File: config.mk
export PLATFORM = sky130hd
export DESIGN_NAME = alu_arbiter
export DESIGN_NICKNAME = d
export VERILOG_FILES = /design/src/rtl/alu_arbiter_pkg.sv /design/src/rtl/alu_arbiter_alu.sv /design/src/rtl/alu_arbiter.sv
export SDC_FILE = /design/constraint.sdc
export NUM_CORES = 1
export LEC_CHECK = 0
export CELL_PAD_IN_SITES_DETAIL_PLACEMENT = 1
export CELL_PAD_IN_SITES_GLOBAL_PLACEMENT = 2
export CORE_AREA = 2 2 260 262
export CTS_CLUSTER_SIZE = 14
export DETAILED_ROUTE_END_ITERATION = 10
export DIE_AREA = 0 0 262 264
export PLACE_DENSITY_LB_ADDON = 0.2
export SLEW_MARGIN = 30
export SYNTH_ARGS = -nofsm -noshare
export SYNTH_HDL_FRONTEND = slang
export SYNTH_SLANG_ARGS = --single-unit
File: constraint.sdc
create_clock -name clk -period 8.2 [get_ports clk]
set_input_delay 0.82 -clock clk [delete_from_list [all_inputs] [get_ports clk]]
set_output_delay 0.82 -clock clk [all_outputs]
set_load 0.02 [all_outputs]
File: src/rtl/alu_arbiter_pkg.sv
// Shared definitions for the two-port ALU arbiter: select codes, the
// response-buffer payload and a legality helper.
package alu_arbiter_pkg;

  localparam int XLEN  = 32;
  localparam int NPORT = 2;
  localparam int OP_W  = 4;
  localparam int FLG_W = 3;

  localparam logic [OP_W-1:0] OP_ADD  = 4'd0;
  localparam logic [OP_W-1:0] OP_SUB  = 4'd1;
  localparam logic [OP_W-1:0] OP_XOR  = 4'd2;
  localparam logic [OP_W-1:0] OP_OR   = 4'd3;
  localparam logic [OP_W-1:0] OP_AND  = 4'd4;
  localparam logic [OP_W-1:0] OP_SLL  = 4'd5;
  localparam logic [OP_W-1:0] OP_SRL  = 4'd6;
  localparam logic [OP_W-1:0] OP_SRA  = 4'd7;
  localparam logic [OP_W-1:0] OP_SLT  = 4'd8;
  localparam logic [OP_W-1:0] OP_SLTU = 4'd9;
  localparam logic [OP_W-1:0] ALU_OP_MAX = OP_SLTU;

  // Flags are packed {lt_unsigned, lt_signed, zero}.
  typedef struct packed {
    logic [XLEN-1:0]  result;
    logic [FLG_W-1:0] flags;
    logic             err;
  } rsp_t;

  function automatic logic op_is_legal(input logic [OP_W-1:0] op);
    return op <= ALU_OP_MAX;
  endfunction

endpackage

File: src/rtl/alu_arbiter_alu.sv
// Single-stage combinational ALU. Comparison flags always reflect a vs b;
// the zero flag reflects the produced result (0 for illegal selects).
module alu_arbiter_alu
  import alu_arbiter_pkg::*;
(
  input  logic [XLEN-1:0] a_i,
  input  logic [XLEN-1:0] b_i,
  input  logic [OP_W-1:0] op_i,
  output rsp_t            rsp_o
);

  logic [4:0]      shamt;
  logic            lt_s;
  logic            lt_u;
  logic [XLEN-1:0] result;

  assign shamt = b_i[4:0];
  assign lt_s  = $signed(a_i) < $signed(b_i);
  assign lt_u  = a_i < b_i;

  always_comb begin
    result = '0;
    case (op_i)
      OP_ADD:  result = a_i + b_i;
      OP_SUB:  result = a_i - b_i;
      OP_XOR:  result = a_i ^ b_i;
      OP_OR:   result = a_i | b_i;
      OP_AND:  result = a_i & b_i;
      OP_SLL:  result = a_i << shamt;
      OP_SRL:  result = a_i >> shamt;
      OP_SRA:  result = $unsigned($signed(a_i) >>> shamt);
      OP_SLT:  result = {{(XLEN-1){1'b0}}, lt_s};
      OP_SLTU: result = {{(XLEN-1){1'b0}}, lt_u};
      default: result = '0;
    endcase
  end

  assign rsp_o.result = result;
  assign rsp_o.flags  = {lt_u, lt_s, (result == '0)};
  assign rsp_o.err    = ~op_is_legal(op_i);

endmodule

File: src/rtl/alu_arbiter.sv
// Two-port arbiter sharing one combinational ALU, with a one-entry registered
// response buffer per port and a saturating contention counter.
module alu_arbiter
  import alu_arbiter_pkg::*;
#(
  parameter int unsigned FAIR  = 1,
  parameter int unsigned CNT_W = 16
) (
  input  logic                    clk,
  input  logic                    rst_n,
  input  logic [NPORT-1:0]        req_valid,
  output logic [NPORT-1:0]        req_ready,
  input  logic [NPORT*XLEN-1:0]   req_a,
  input  logic [NPORT*XLEN-1:0]   req_b,
  input  logic [NPORT*OP_W-1:0]   req_op,
  output logic [NPORT-1:0]        rsp_valid,
  input  logic [NPORT-1:0]        rsp_ready,
  output logic [NPORT*XLEN-1:0]   rsp_result,
  output logic [NPORT*FLG_W-1:0]  rsp_flags,
  output logic [NPORT-1:0]        rsp_err,
  output logic [CNT_W-1:0]        contention_cnt
);

  logic [NPORT-1:0] elig;
  logic [NPORT-1:0] grant;
  logic             sel;
  logic             last_grant_q, last_grant_d;
  logic [CNT_W-1:0] cnt_q, cnt_d;
  logic [XLEN-1:0]  alu_a, alu_b;
  logic [OP_W-1:0]  alu_op;
  rsp_t             alu_rsp;
  logic [NPORT-1:0] rsp_valid_q, rsp_valid_d;
  rsp_t             rsp_q [NPORT];
  rsp_t             rsp_d [NPORT];

  // A full buffer that is not draining blocks only its own port.
  assign elig = req_valid & (~rsp_valid_q | rsp_ready);

  always_comb begin
    grant = '0;
    case (elig)
      2'b01: grant = 2'b01;
      2'b10: grant = 2'b10;
      2'b11: begin
        if (FAIR != 0) grant = last_grant_q ? 2'b01 : 2'b10;
        else           grant = 2'b01;
      end
      default: grant = '0;
    endcase
  end

  assign req_ready = grant;
  assign sel       = grant[1];

  assign alu_a  = sel ? req_a[XLEN +: XLEN]  : req_a[0 +: XLEN];
  assign alu_b  = sel ? req_b[XLEN +: XLEN]  : req_b[0 +: XLEN];
  assign alu_op = sel ? req_op[OP_W +: OP_W] : req_op[0 +: OP_W];

  alu_arbiter_alu u_alu (
    .a_i   (alu_a),
    .b_i   (alu_b),
    .op_i  (alu_op),
    .rsp_o (alu_rsp)
  );

  assign last_grant_d = (|grant) ? sel : last_grant_q;

  always_comb begin
    cnt_d = cnt_q;
    if (|(req_valid & ~grant) && (cnt_q != {CNT_W{1'b1}}))
      cnt_d = cnt_q + CNT_W'(1);
  end

  always_ff @(posedge clk or negedge rst_n) begin
    if (!rst_n) begin
      last_grant_q <= 1'b1;
      cnt_q        <= '0;
    end else begin
      last_grant_q <= last_grant_d;
      cnt_q        <= cnt_d;
    end
  end

  genvar gi;
  generate
    for (gi = 0; gi < NPORT; gi++) begin : g_port
      // A same-edge accept overrides the drain so the buffer stays full.
      always_comb begin
        rsp_valid_d[gi] = rsp_valid_q[gi];
        rsp_d[gi]       = rsp_q[gi];
        if (grant[gi]) begin
          rsp_valid_d[gi] = 1'b1;
          rsp_d[gi]       = alu_rsp;
        end else if (rsp_ready[gi]) begin
          rsp_valid_d[gi] = 1'b0;
        end
      end

      always_ff @(posedge clk or negedge rst_n) begin
        if (!rst_n) begin
          rsp_valid_q[gi] <= 1'b0;
          rsp_q[gi]       <= '0;
        end else begin
          rsp_valid_q[gi] <= rsp_valid_d[gi];
          rsp_q[gi]       <= rsp_d[gi];
        end
      end

      assign rsp_result[gi*XLEN +: XLEN]  = rsp_q[gi].result;
      assign rsp_flags[gi*FLG_W +: FLG_W] = rsp_q[gi].flags;
      assign rsp_err[gi]                  = rsp_q[gi].err;
    end
  endgenerate

  assign rsp_valid      = rsp_valid_q;
  assign contention_cnt = cnt_q;

endmodule

==> metrics.csv <==
stage,metric,value,unit
logic_synthesis,cells taking the most area after synthesis,"dfrtp_1 11%, mux4_2 9.5%, mux2i_1 9.1%",
sta,Max Clock Skew,8.45,ps
die,Die Span X,262,um
layout,final core occ,0.356,
status,outcome,"complete, no violations",
clock_tree,Post-CTS Hold Buffers,0,
detailed_routing,WL/cell,36.4,um
placed_design,pre-CTS WS,1030,ps
die,Die ar.,69200,sq um
sta,worst slew pin tran,1040,ps
clock_tree,clock sink count,91,
layout,share of layout cells above drive strength 1,0.129,
sta,"Slew Viols, Final",0,
clock_tree,"Clk Latency, worst-skew pair",350,ps
global_route,total gr overflow,0,
global_route,largest net degree at the start of global routing,75,
die,initial cell density of the core,0.305,
sta,period utilization,0.845,
die,core area,66600,sq um
logic_synthesis,xor/xnor share of the synthesized area,0.0164,
global_route,initial antenna violation count,3,
placed_design,Placed Cells,3635,
logic_synthesis,largest family of logic cells by synthesized area,multiplexers,
detailed_routing,DRC errors left,0,
setup_path,CP Max Fanout,71,
logic_synthesis,Post-synth top flop,dfrtp_1,
sta,hold slack,351,ps
clock_tree,clk root buf,clkbuf_16,
setup_path,Critical Path Sink Type,register,
clock_tree,Num CTS Buffers,9,
clock_tree,post_cts resized,0,
layout,multi-input logic area,16400,sq um
global_route,number of global-route vias before repair,23800,
logic_synthesis,"EDFF count, synth",0,
detailed_routing,Pre-antenna DRT Iters,7,
global_route,GRT Overall Usage,0.376,
power_and_ir_drop,pwr/cell area,180,nW/um^2
detailed_routing,Vias,24100,
clock_tree,CTS clock-pin slew for the worst setup and hold paths,70,ps
power_and_ir_drop,Leak,9.66,nW
logic_synthesis,Post-Syn Area per Cell,7.59,sq um
setup_path,CP Class,input pin to register,
detailed_routing,drt via density,6.60,
placed_design,post-DP HPWL,106,mm
logic_synthesis,post-synthesis compound-gate area fraction,0.234,
die,Ports,234,
power_and_ir_drop,Pwr Total,4.27,mW
logic_synthesis,multiplexer area fraction after synthesis,0.248,
layout,design area,23700,sq um
clock_tree,CTS tree,built,
sta,Fmax,144,MHz
power_and_ir_drop,sequential group share of total power,0.158,
layout,Finished Layout Cells,3657,
sta,relative slew slack,0.299,
logic_synthesis,Adder-Cell Fraction of Synth Area,0.0635,
logic_synthesis,simple-gate share of the synthesized area,0.239,
logic_synthesis,Mapped Area,20300,sq um
sta,RSZ-0062 raised after global routing,false,
power_and_ir_drop,Clock power frac,0.113,
flow_run,total of max-cap violations,0,
sta,endpoints failing hold,0,
logic_synthesis,post-synth top area share,0.111,
setup_path,Worst EP required,8450,ps
sta,TNS Setup,0,ps
clock_tree,maximum buffer depth of the clock tree,2,
logic_synthesis,Synth area leader,dfrtp_1,
power_and_ir_drop,Net Sw Frac,0.539,
power_and_ir_drop,Switch Pwr,2.30,mW
die,Rows,95,
die,die height,264,um
detailed_routing,Total Routed Length,133,mm
placed_design,PortBufs,233,
detailed_routing,DR iter-0 viols,2607,
logic_synthesis,net count after synthesis,2922,
setup_path,CP Launch Type,input pin,
layout,Reg area,2280,sq um
placed_design,DP Area,23300,sq um
logic_synthesis,synth unique cells,104,
logic_synthesis,Mapped Cells,2678,
detailed_routing,Detail Route Antenna Nets,0,
power_and_ir_drop,internal power,1.97,mW
power_and_ir_drop,peak supply drop,0.000131,V
logic_synthesis,sequential fraction of the synthesis area,0.112,
logic_synthesis,Syn. warnings,0,
placed_design,Placer Congestion,1.00,
sta,Tmin final,6930,ps
clock_tree,post-CTS setup buffer count,0,
clock_tree,H-tree Lvls,3,
sta,Final setup violation count,0,
min_path,HP Class,input pin to async pin,
power_and_ir_drop,Gate power share,0.729,
layout,synthesis-to-layout area growth,16.7,%
logic_synthesis,async set-reset flop share out of synthesis,1.00,
logic_synthesis,Synth Register Bits,91,
sta,PnR worst setup slack,1270,ps
global_route,first-pass GRT wire length,187,mm
layout,final net count,3019,
setup_path,Worst EP arrival,7180,ps
layout,fillers,7937,
## power by group through the flow
stage / sequential [mW] / combinational (mW) / clock, mW
after floorplan: 0.824 / 1.59 / 0
after global placement: 0.677 / 3.01 / 0
after detailed placement: 0.685 / 3.03 / 0
after CTS: 0.677 / 3.04 / 0.493
after global routing: 0.692 / 3.26 / 0.513
final: 0.673 / 3.11 / 0.481
## state kept, by name, indices dropped and copies added (netlist names)
name and cells:
rsp_result 64, contention_cnt 16, rsp_flags 6, rsp_err 2
rsp_valid 2, last_grant_q 1
## worst max-delay path: stages
cell	delay, ps
clkdlybuf4s50_1	480
and2b_1	280
o211ai_4	320
buf_12	320
mux2i_1	380
ha_1	390
a21o_1	260
a221oi_1	700
o221ai_1	270
a311oi_2	220
buf_4	190
o2111ai_1	350
a311oi_1	440
xnor2_1	100
a221oi_1	620
nand4_1	160
or4_4	450
o31ai_1	250
## layout by cell type (no fill, tap or decap), types with 53 or more instances in the layout
cell type,instances
a211oi_1,53
a21oi_1,122
buf_4,106
clkdlybuf4s50_1,226
dfrtp_1,90
ha_1,100
inv_1,112
mux2_2,94
mux2i_1,180
mux4_2,86
nand2_1,440
nand3_1,56
nor2_1,188
nor3_1,83
o21ai_0,122
## routing by layer
layer,part of all wire,global-route usage,wire length (um)
met1,0.42,0.502,56500
met2,0.46,0.607,60800
met3,0.062,0.0329,8320
met4,0.057,0.182,7630
met5,0.00014,0,18
## cell type report
type	instances	area share
Multi-Input combinational cell	2218	0.690
Sequential cell	91	0.0961
Timing Repair Buffer	339	0.134
Clock buffer	11	0.0102
Tap cell	873	0.0461
Antenna cell	5	0.000528
Inverter	116	0.0186
Clock inverter	4	0.00417
## synthesized netlist by cell type (all sizes together) (83+ instances only)
| cell | number |
|---|---|
| nor3 | 83 |
| buf | 97 |
| inv | 115 |
| o21ai | 128 |
| mux2i | 185 |
| dfrtp | 90 |
| nand2 | 440 |
| nor2 | 189 |
| mux4 | 92 |
| ha | 100 |
| clkbuf | 154 |
| a21oi | 123 |
| mux2 | 96 |
## cell families after synthesis
group,after synthesis
buf+inv,369
xor+xnor,38
flops,91
compound gates,676
mux,373
fa+ha+maj,102
simple gates,1029
## path summary, 6_finish.rpt
check / depth (start not counted) / startpoint / slack, ps / end
hold / removal: 1 / rst_n / 350 / contention_cnt[10]$_DFFE_PN0P_
setup / recovery: 18 / rsp_ready[0] / 1270 / rsp_flags[3]$_DFFE_PN0N_
setup reg to reg: 17 / last_grant_q$_DFFE_PN1P_ / 1750 / rsp_flags[3]$_DFFE_PN0N_
max in group asynchronous: 3 / rst_n / 6930 / rsp_result[44]$_DFFE_PN0N_
hold reg to reg: 2 / rsp_result[38]$_DFFE_PN0N_ / 480 / rsp_result[38]$_DFFE_PN0N_
min in group clk: 2 / rsp_result[38]$_DFFE_PN0N_ / 480 / rsp_result[38]$_DFFE_PN0N_
(Power assumes the default switching activity.)
